<file path="src/rtl/spi_output_controller_dac.sv">
// SPI transmitter for an 8-bit serial DAC (16-bit frame, MSB first, SCLK idle high).
// Optional macro SPI_DAC_HOLD_EN adds a one-entry sample holding register.
module spi_output_controller_dac #(
    parameter int CLK_DIV   = 25,
    parameter int GAP_TICKS = 2
) (
    input  logic       clock_50Mhz,
    input  logic       reset_n,
    output logic       output_SPI_SCLK,
    output logic       output_SPI_SYNC_n,
    output logic       output_SPI_DIN,
    input  logic [7:0] inputSample,
    input  logic [1:0] powerDownMode,
    input  logic       sendSample,
    output logic       readyForSample,
    output logic       sampleDone
);

    localparam int DW = (CLK_DIV > 1) ? $clog2(CLK_DIV) : 1;
    localparam int TW = (GAP_TICKS > 32) ? $clog2(GAP_TICKS + 1) : 6;
    localparam logic [DW-1:0] DIV_LAST = DW'(CLK_DIV - 1);
    localparam logic [TW-1:0] T_END    = TW'(32);
    localparam logic [TW-1:0] T_GAP    = TW'(GAP_TICKS);

    typedef enum logic [1:0] {
        IDLE,
        SHIFT,
        GAP
    } state_t;

    state_t        state, state_n;
    logic [DW-1:0] div, div_n;
    logic [TW-1:0] tcnt, tcnt_n, tn;
    logic [15:0]   shreg, shreg_n;
    logic          sclk, sclk_n;
    logic          sync, sync_n;
    logic          din, din_n;
    logic          done, done_n;
    logic          tick;
    logic          load;
    logic [15:0]   load_word;
    logic [15:0]   frame_in;

`ifdef SPI_DAC_HOLD_EN
    logic          hold_full, hold_full_n;
    logic [15:0]   hold_word, hold_word_n;
`endif

    assign frame_in = {2'b00, powerDownMode, inputSample, 4'b0000};
    assign tick     = (state != IDLE) && (div == DIV_LAST);
    assign tn       = tcnt + TW'(1);

    always_ff @(posedge clock_50Mhz or negedge reset_n) begin
        if (!reset_n) begin
            state <= IDLE;
            div   <= '0;
            tcnt  <= '0;
            shreg <= '0;
            sclk  <= 1'b1;
            sync  <= 1'b1;
            din   <= 1'b0;
            done  <= 1'b0;
`ifdef SPI_DAC_HOLD_EN
            hold_full <= 1'b0;
            hold_word <= '0;
`endif
        end else begin
            state <= state_n;
            div   <= div_n;
            tcnt  <= tcnt_n;
            shreg <= shreg_n;
            sclk  <= sclk_n;
            sync  <= sync_n;
            din   <= din_n;
            done  <= done_n;
`ifdef SPI_DAC_HOLD_EN
            hold_full <= hold_full_n;
            hold_word <= hold_word_n;
`endif
        end
    end

    always_comb begin
        state_n   = state;
        div_n     = div;
        tcnt_n    = tcnt;
        shreg_n   = shreg;
        sclk_n    = sclk;
        sync_n    = sync;
        din_n     = din;
        done_n    = 1'b0;
        load      = 1'b0;
        load_word = frame_in;
`ifdef SPI_DAC_HOLD_EN
        hold_full_n = hold_full;
        hold_word_n = hold_word;
`endif
        if (state != IDLE) begin
            div_n = tick ? '0 : div + DW'(1);
        end
        unique case (state)
            IDLE: begin
                if (sendSample) begin
                    load = 1'b1;
                end
            end
            SHIFT: begin
                if (tick) begin
                    tcnt_n = tn;
                    if (tn == T_END) begin
                        sclk_n  = 1'b1;
                        sync_n  = 1'b1;
                        din_n   = 1'b0;
                        done_n  = 1'b1;
                        tcnt_n  = '0;
                        state_n = GAP;
                    end else if (tn[0]) begin
                        sclk_n = 1'b0;
                    end else begin
                        sclk_n  = 1'b1;
                        shreg_n = {shreg[14:0], 1'b0};
                        din_n   = shreg[14];
                    end
                end
            end
            GAP: begin
                if (tick) begin
                    tcnt_n = tn;
                    if (tn == T_GAP) begin
                        tcnt_n  = '0;
                        state_n = IDLE;
`ifdef SPI_DAC_HOLD_EN
                        // chain straight into the next frame without an IDLE cycle
                        if (hold_full) begin
                            load        = 1'b1;
                            load_word   = hold_word;
                            hold_full_n = 1'b0;
                        end else if (sendSample) begin
                            load = 1'b1;
                        end
`endif
                    end
                end
            end
            default: state_n = IDLE;
        endcase
        if (load) begin
            state_n = SHIFT;
            shreg_n = load_word;
            sync_n  = 1'b0;
            din_n   = load_word[15];
            sclk_n  = 1'b1;
            div_n   = '0;
            tcnt_n  = '0;
        end
`ifdef SPI_DAC_HOLD_EN
        if (sendSample && !hold_full && state != IDLE && !load) begin
            hold_full_n = 1'b1;
            hold_word_n = frame_in;
        end
`endif
    end

`ifdef SPI_DAC_HOLD_EN
    assign readyForSample = !hold_full;
`else
    assign readyForSample = (state == IDLE);
`endif

    assign output_SPI_SCLK   = sclk;
    assign output_SPI_SYNC_n = sync;
    assign output_SPI_DIN    = din;
    assign sampleDone        = done;

endmodule
</file>
<file path="config.mk">
export PLATFORM = sky130hd
export DESIGN_NAME = spi_output_controller_dac
export DESIGN_NICKNAME = d
export VERILOG_FILES = /design/src/rtl/spi_output_controller_dac.sv
export SDC_FILE = /design/constraint.sdc
export NUM_CORES = 1
export LEC_CHECK = 0
export BUFFER_PORTS_ARGS = -buffer_cell sky130_fd_sc_hd__buf_2
export CORE_ASPECT_RATIO = 0.5
export CORE_UTILIZATION = 25
export DETAILED_ROUTE_END_ITERATION = 8
export PLACE_DENSITY = 0.49
export SYNTH_ARGS = -nofsm -noshare
export SYNTH_HDL_FRONTEND = slang
export SYNTH_SLANG_ARGS = --single-unit
</file>
<file path="constraint.sdc">
create_clock -name clock_50Mhz -period 2.1 [get_ports clock_50Mhz]
set_input_delay 0.525 -clock clock_50Mhz [delete_from_list [all_inputs] [get_ports clock_50Mhz]]
set_output_delay 0.525 -clock clock_50Mhz [all_outputs]
set_load 0.01 [all_outputs]
</file>
# [After elaboration in Yosys (flattened, before gate mapping)]
# Cells that the tools add are included.
[classes] addsub=2 n_eq_ne=13 n_mux=39 reduce_logical=14
[op_table] operator="$mux W15" count=5
[op_table] operator="$mux W6" count=5
[op_table] operator="$mux W1" count=19
[op_table] operator="$mux W5" count=3
[op_table] operator="$ne A3 B3 Y1 const B" count=4
[op_table] operator="$pmux W6 S2" count=1
[op_table] operator="$mux W2" count=5
[op_table] operator="$reduce_bool A2 Y1" count=5
[op_table] operator="$reduce_and A3 Y1" count=3
[op_table] operator="$add A6 B1 Y6 const B" count=1
[op_table] operator="$eq A6 B2 Y1 const B" count=1
[op_table] operator="$eq A6 B6 Y1 const B" count=1
[op_table] operator="$pmux W2 S3" count=1
[op_table] operator="$add A5 B1 Y5 const B" count=1
[op_table] operator="$eq A5 B5 Y1 const B" count=1
[op_table] operator="$reduce_and A5 Y1" count=1
[op_table] operator="$ne A2 B1 Y1 const B" count=2
[op_table] operator="$reduce_and A4 Y1" count=1
[op_table] operator="$ne A3 B1 Y1 const B" count=1
[op_table] operator="$reduce_bool A3 Y1" count=1
[op_table] operator="$eq A2 B1 Y1 const B" count=1
[op_table] operator="$eq A2 B2 Y1 const B" count=1
[op_table] operator="$logic_not A2 Y1" count=1
[op_table] operator="$ne A2 B2 Y1 const B" count=1
[op_table] operator="2 further kinds" count=2
[totals] regBits=32 in_bits=13 output_inout_bits=5 wordCells=76

# [Longest topological paths before layout]
[logic_depth] ltp_word=6 depth_mapped=8 depth_no_buf=7

# [Least setup slack after synthesis]
# OpenSTA, ideal clock, no wires.
[synth_timing] path_kind="register to register" start="register tcnt[0]" end="register shreg[10]" setup_ps=137 arrival_time_ps=1790 required_time_ps=1963 path_slack_ps=173 path_stages_with_launch=9 path_buffers=2 period_less_slack_ps=1927 path_cell_list="dfrtp_1 ha_1 buf_6 and2_1 and4_4 nor3_4 buf_6 mux2i_1 a21oi_1"
[synth_via] elab_chain_len=4 elab_cells_between_ends=5 cone_classes="add/sub (1); eq/ne (3); reduce/logical (1)"
[synth_rtl] element="start: declaration" line_no="33" rtl="logic [TW-1:0] tcnt, tcnt_n, tn;"
[synth_rtl] element="start signal: assignment" line_no="70" rtl="tcnt <= tcnt_n;"
[synth_rtl] element="$add A6 B1 Y6 *" line_no="51" rtl="assign tn = tcnt + TW'(1);"
[synth_rtl] element="$eq A6 B6 Y1" line_no="110" rtl="if (tn == T_END) begin"
[synth_rtl] element="$ne A2 B2 Y1 (no source line)"
[synth_rtl] element="$reduce_and A4 Y1 (no source line) *"
[synth_rtl] element="end signal: assignment" line_no="71" rtl="shreg <= shreg_n;"
[synth_rtl] element="end: declaration" line_no="34" rtl="logic [15:0] shreg, shreg_n;"
# Every way passes the cells marked *; elsewhere a longest branch is shown, timed or not.
# A chain may end at the register's enable or synchronous reset.

# [Worst setup path in the final report]
[layout_timing] start="register tcnt[1]" end="register state[1]"
[layout_via] elab_chain_len=4 elab_cells_between_ends=6 cone_classes="add/sub (1); eq/ne (4); reduce/logical (1)"
[layout_rtl] element="$add A6 B1 Y6 *" line_no="51"
[layout_rtl] element="$eq A6 B2 Y1 / $eq A6 B6 Y1 (equally long branches)" line_no="129, 110"
[layout_rtl] element="$ne A3 B3 Y1 (no source line)"
[layout_rtl] element="$reduce_and A5 Y1 (no source line) *"
[layout_rtl] element="end signal: assignment" line_no="68" rtl="state <= state_n;"
[layout_rtl] element="end: declaration" line_no="31" rtl="state_t state, state_n;"
# Marked as above.

==> impl_summary.md <==
Flow run
Across the run, the number of max-cap violations was 0.

Critical path
The endpoint required time on the critical path is between 2000 and 2500 ps. The setup slack of the most critical reg-to-reg path is between 150 and 200 ps. The worst setup path is captured at a flip-flop.

The end of the worst register-to-register path is state[1]. The maximum net fanout on the critical path is 8. The worst setup path is launched from a flip-flop. The worst endpoint data arrival time is 2100 ps. Counting cells, the worst reg-to-reg path comes to 6. The worst setup path is of the reg2reg kind.

The worst register-to-register path begins at tcnt[1].

Synth
The Yosys step of the flow raised 0 warnings. The share of the yosys chip area belonging to registers is 0.4759. Of the post-synthesis cell area, the dominant cell type holds 0.4403. For this run, asynchronously set or reset flops after synthesis account for 1.000. In the synthesized netlist, the cells that appear most often are dfrtp_1 (26), nand2_1 (17), nor2_1 (16).

Dividing the synthesized area by the synthesized cell count gives roughly 10 sq um. Summing every instance area after synthesis gives roughly 0.0015 sq mm. The dominant cell by count in the synthesized netlist is dfrtp_1.

The synthesized design spends more area on one cell type than any other, namely dfrtp_1. The predominant post-synthesis flop cell is dfrtp_1. In this run, synthesis produced a sequential element count of 28.

In the post-synthesis netlist, the biggest area contributors are dfrtp_1 (44%), mux2i_1 (6.1%), nand2_1 (4.3%), nor2_1 (4.1%), a21oi_1 (3.7%). When the netlist entered floorplanning its net count stood at roughly 170. The number of different library cells in the post-synthesis netlist is 42. The cell count after synthesis is approximately 150. In this run, synthesis inferred 0 flip-flops with an integrated enable.

Power
IR analysis of the VDD net gives a maximum drop of 0.0005962 V. For this design the ratio of total power to cell area is between 1000 and 1500 mW/mm^2. The static leakage is approximately 0.00072 uW.

Global routing
The number of antenna violations at the first check in global routing is 0. The via count of the first global-routing pass is around 1100. Across every metal layer, demand over resource in global routing totals 0.1076. The total overflow left after global routing is 0. The pin count of the biggest net entering global routing is 29.

The first global-routing pass estimated 5361 um of wire.

Drt
In this run, the number of DRC markers left after iteration 0 of detailed routing was 57. The number of vias in the routed layout is 1162. The final wirelength is around 3000 um. The first detailed-routing pass took 4 iterations. In this run the remaining antenna-violating nets after routing total 0.

Dividing the detail-routed via count by the number of cells gives ~4.8. Dividing the detail-routed wire length by the instance count gives between 10 and 15 um. For this run, design rule violations remaining after detail routing come to 0.

Floorplan
For this design the top-level I/O count stands at 18. The floorplan step defined a die boundary enclosing approximately 0.0062 sq mm. The chip width is about 110 um. The die is about 56 um tall. For this configuration, the core starts out at a cell density of 0.2645. The area of the placeable core is 0.005587 sq mm. The number of placement rows is 19.

Clock network
The later pin in the worst-skew pair is clocked with a latency of approximately 270 ps. The H-tree level count is 1. The total clock buffers created by CTS is 3. The number of gates resized after CTS was 0. The TritonCTS clock tree is built. Buffers inserted to repair hold after CTS numbered 0. The clock tree root driver cell is clkbuf_16. The maximum root-to-sink buffer count is 2.

Counting every sink on the clock net gives 28. The number of buffers inserted by post-CTS setup repair is 0. The clock input transition at the sequential cells of the worst setup and hold paths is around 70 ps.

Worst hold path
The class of the tightest hold or removal check is in2async.

STA
The period utilization is 0.9248. The hold violation total from the final report is 0. The number of pins exceeding their max-slew limit in the final report is 0. Setup violations remaining at the end of the flow were counted as 0. For the finished layout, the period the worst path requires is between 1500 and 2000 ps.

The maximum operating frequency is between 500 and 600 MHz. Across the routed clock network, the largest skew measured is approximately 3.7 ps. The relative slew slack is 0.5751. At the pin with the least slew margin, the transition time is approximately 640 ps. Setup repair after global routing left no endpoint under its margin.

Across all setup checks in the final design, the least slack found is between 150 and 200 ps. The post-route setup TNS is 0 ps.

Place
Routability-driven placement finished with a final weighted congestion of around 0.76. Summed over all nets, the half-perimeter wirelength after detailed placement is between 2000 and 2500 um. Before CTS, the worst setup slack after placement is between 150 and 200 ps. Buffers placed on the I/O ports in this run total 17.

Finish
Counting the fill cells in the layout gives around 570. The synthesis-to-layout area growth is 19.56%. The final layout net count is about 190.

The share of layout cells above drive strength 1 is 0.1930. The number of antenna diodes in the final layout is 0.

Outcome
The flow ran to the end, and the final reports show no timing, DRC or antenna violations.
[registers in the layout, summed over array words and instances (netlist names)]
name and flops:
tcnt 6, sampleDone 1, shreg 11, output_SPI_SYNC_n 1, output_SPI_DIN 1, output_SPI_SCLK 1, div 5, state 2
[worst max-delay path: stages (launching register included)]
cell and delay [ps]:
dfrtp_1 440, ha_1 300, and2_1 210, and4_4 180
or2_2 300, and2b_1 190, o22a_1 210
[layer usage]
layer | GRT usage | vias up | share of wire
met1 | 0.1428 | 551 | 0.52
met3 | 0.03240 | 4 | 0.037
li1 | - | 588 | -
met4 | 0.02857 | 0 | 0.0099
met2 | 0.1713 | 19 | 0.44
met5 | 0 | - | 0
[power by group]
part | internal [uW] | total [uW] | switching, uW
clock network | 380 | 579 | 199
logic | 298 | 635 | 337
registers | 769 | 959 | 189
[stage by stage]
stage	total power (uW)	util	cell area [sq um]	hold slack, ps	instances
floorplan	1427	-	1478	229.4	151
global placement	1595	0.2974	1662	476.5	240
detailed placement	1608	0.2974	1662	481.7	240
CTS	2201	0.3162	1767	317.4	244
global route	2359	0.3162	1767	339.3	244
finish	2173	0.3162	1767	278.1	244
[area by class of cell]
cell class,instances,area [sq um],share of cell area
timing repair buffer,21,127.6,0.07224
clock buffer,3,75.07,0.04249
multi-input combinational,115,728.2,0.4122
tap,73,91.34,0.05170
sequential,28,703.2,0.3980
inverter,3,11.26,0.006374
clock inverter,1,30.03,0.01700
[placed cells by master (no fill, tap or decap), types with 2 or more instances in the layout]
cell	netlist	layout
nor3_1	3	3
mux2i_1	9	9
clkbuf_16	0	3
nand3_1	2	2
and2b_1	2	2
ha_1	4	4
xor2_1	3	3
or3_1	3	3
and2_1	3	3
o21ai_1	2	2
o21ai_0	10	10
dfstp_2	2	2
nand4_1	4	4
inv_1	3	3
o21a_1	2	2
buf_4	0	3
a21oi_1	11	11
dfrtp_1	26	26
o31ai_1	4	4
nor2_1	16	16
buf_2	1	17
nand2_1	17	17
[kinds of logic (layout without fill, tap and decap cells)]
group | count (synthesis) | count (layout) | synth area share
buffers and inverters | 8 | 28 | 0.03133
and+or+nand+nor | 63 | 63 | 0.2320
AOI/OAI and AO/OA | 36 | 36 | 0.1482
xor gates and xnor gates | 3 | 3 | 0.01778
adders and majority gates | 4 | 4 | 0.03387
DFF | 28 | 28 | 0.4759
muxes | 9 | 9 | 0.06097
[worst max path at each step]
stage                      to  depth (start not counted)     from
CTS                  state[1]                          6  tcnt[1]
global placement     state[1]                          6  tcnt[1]
detailed placement   state[1]                          6  tcnt[1]
global route        shreg[11]                          7  tcnt[1]
floorplan           shreg[10]                          8  tcnt[0]
finish               state[1]                          6  tcnt[1]
Power figures use the tool's default switching activity.
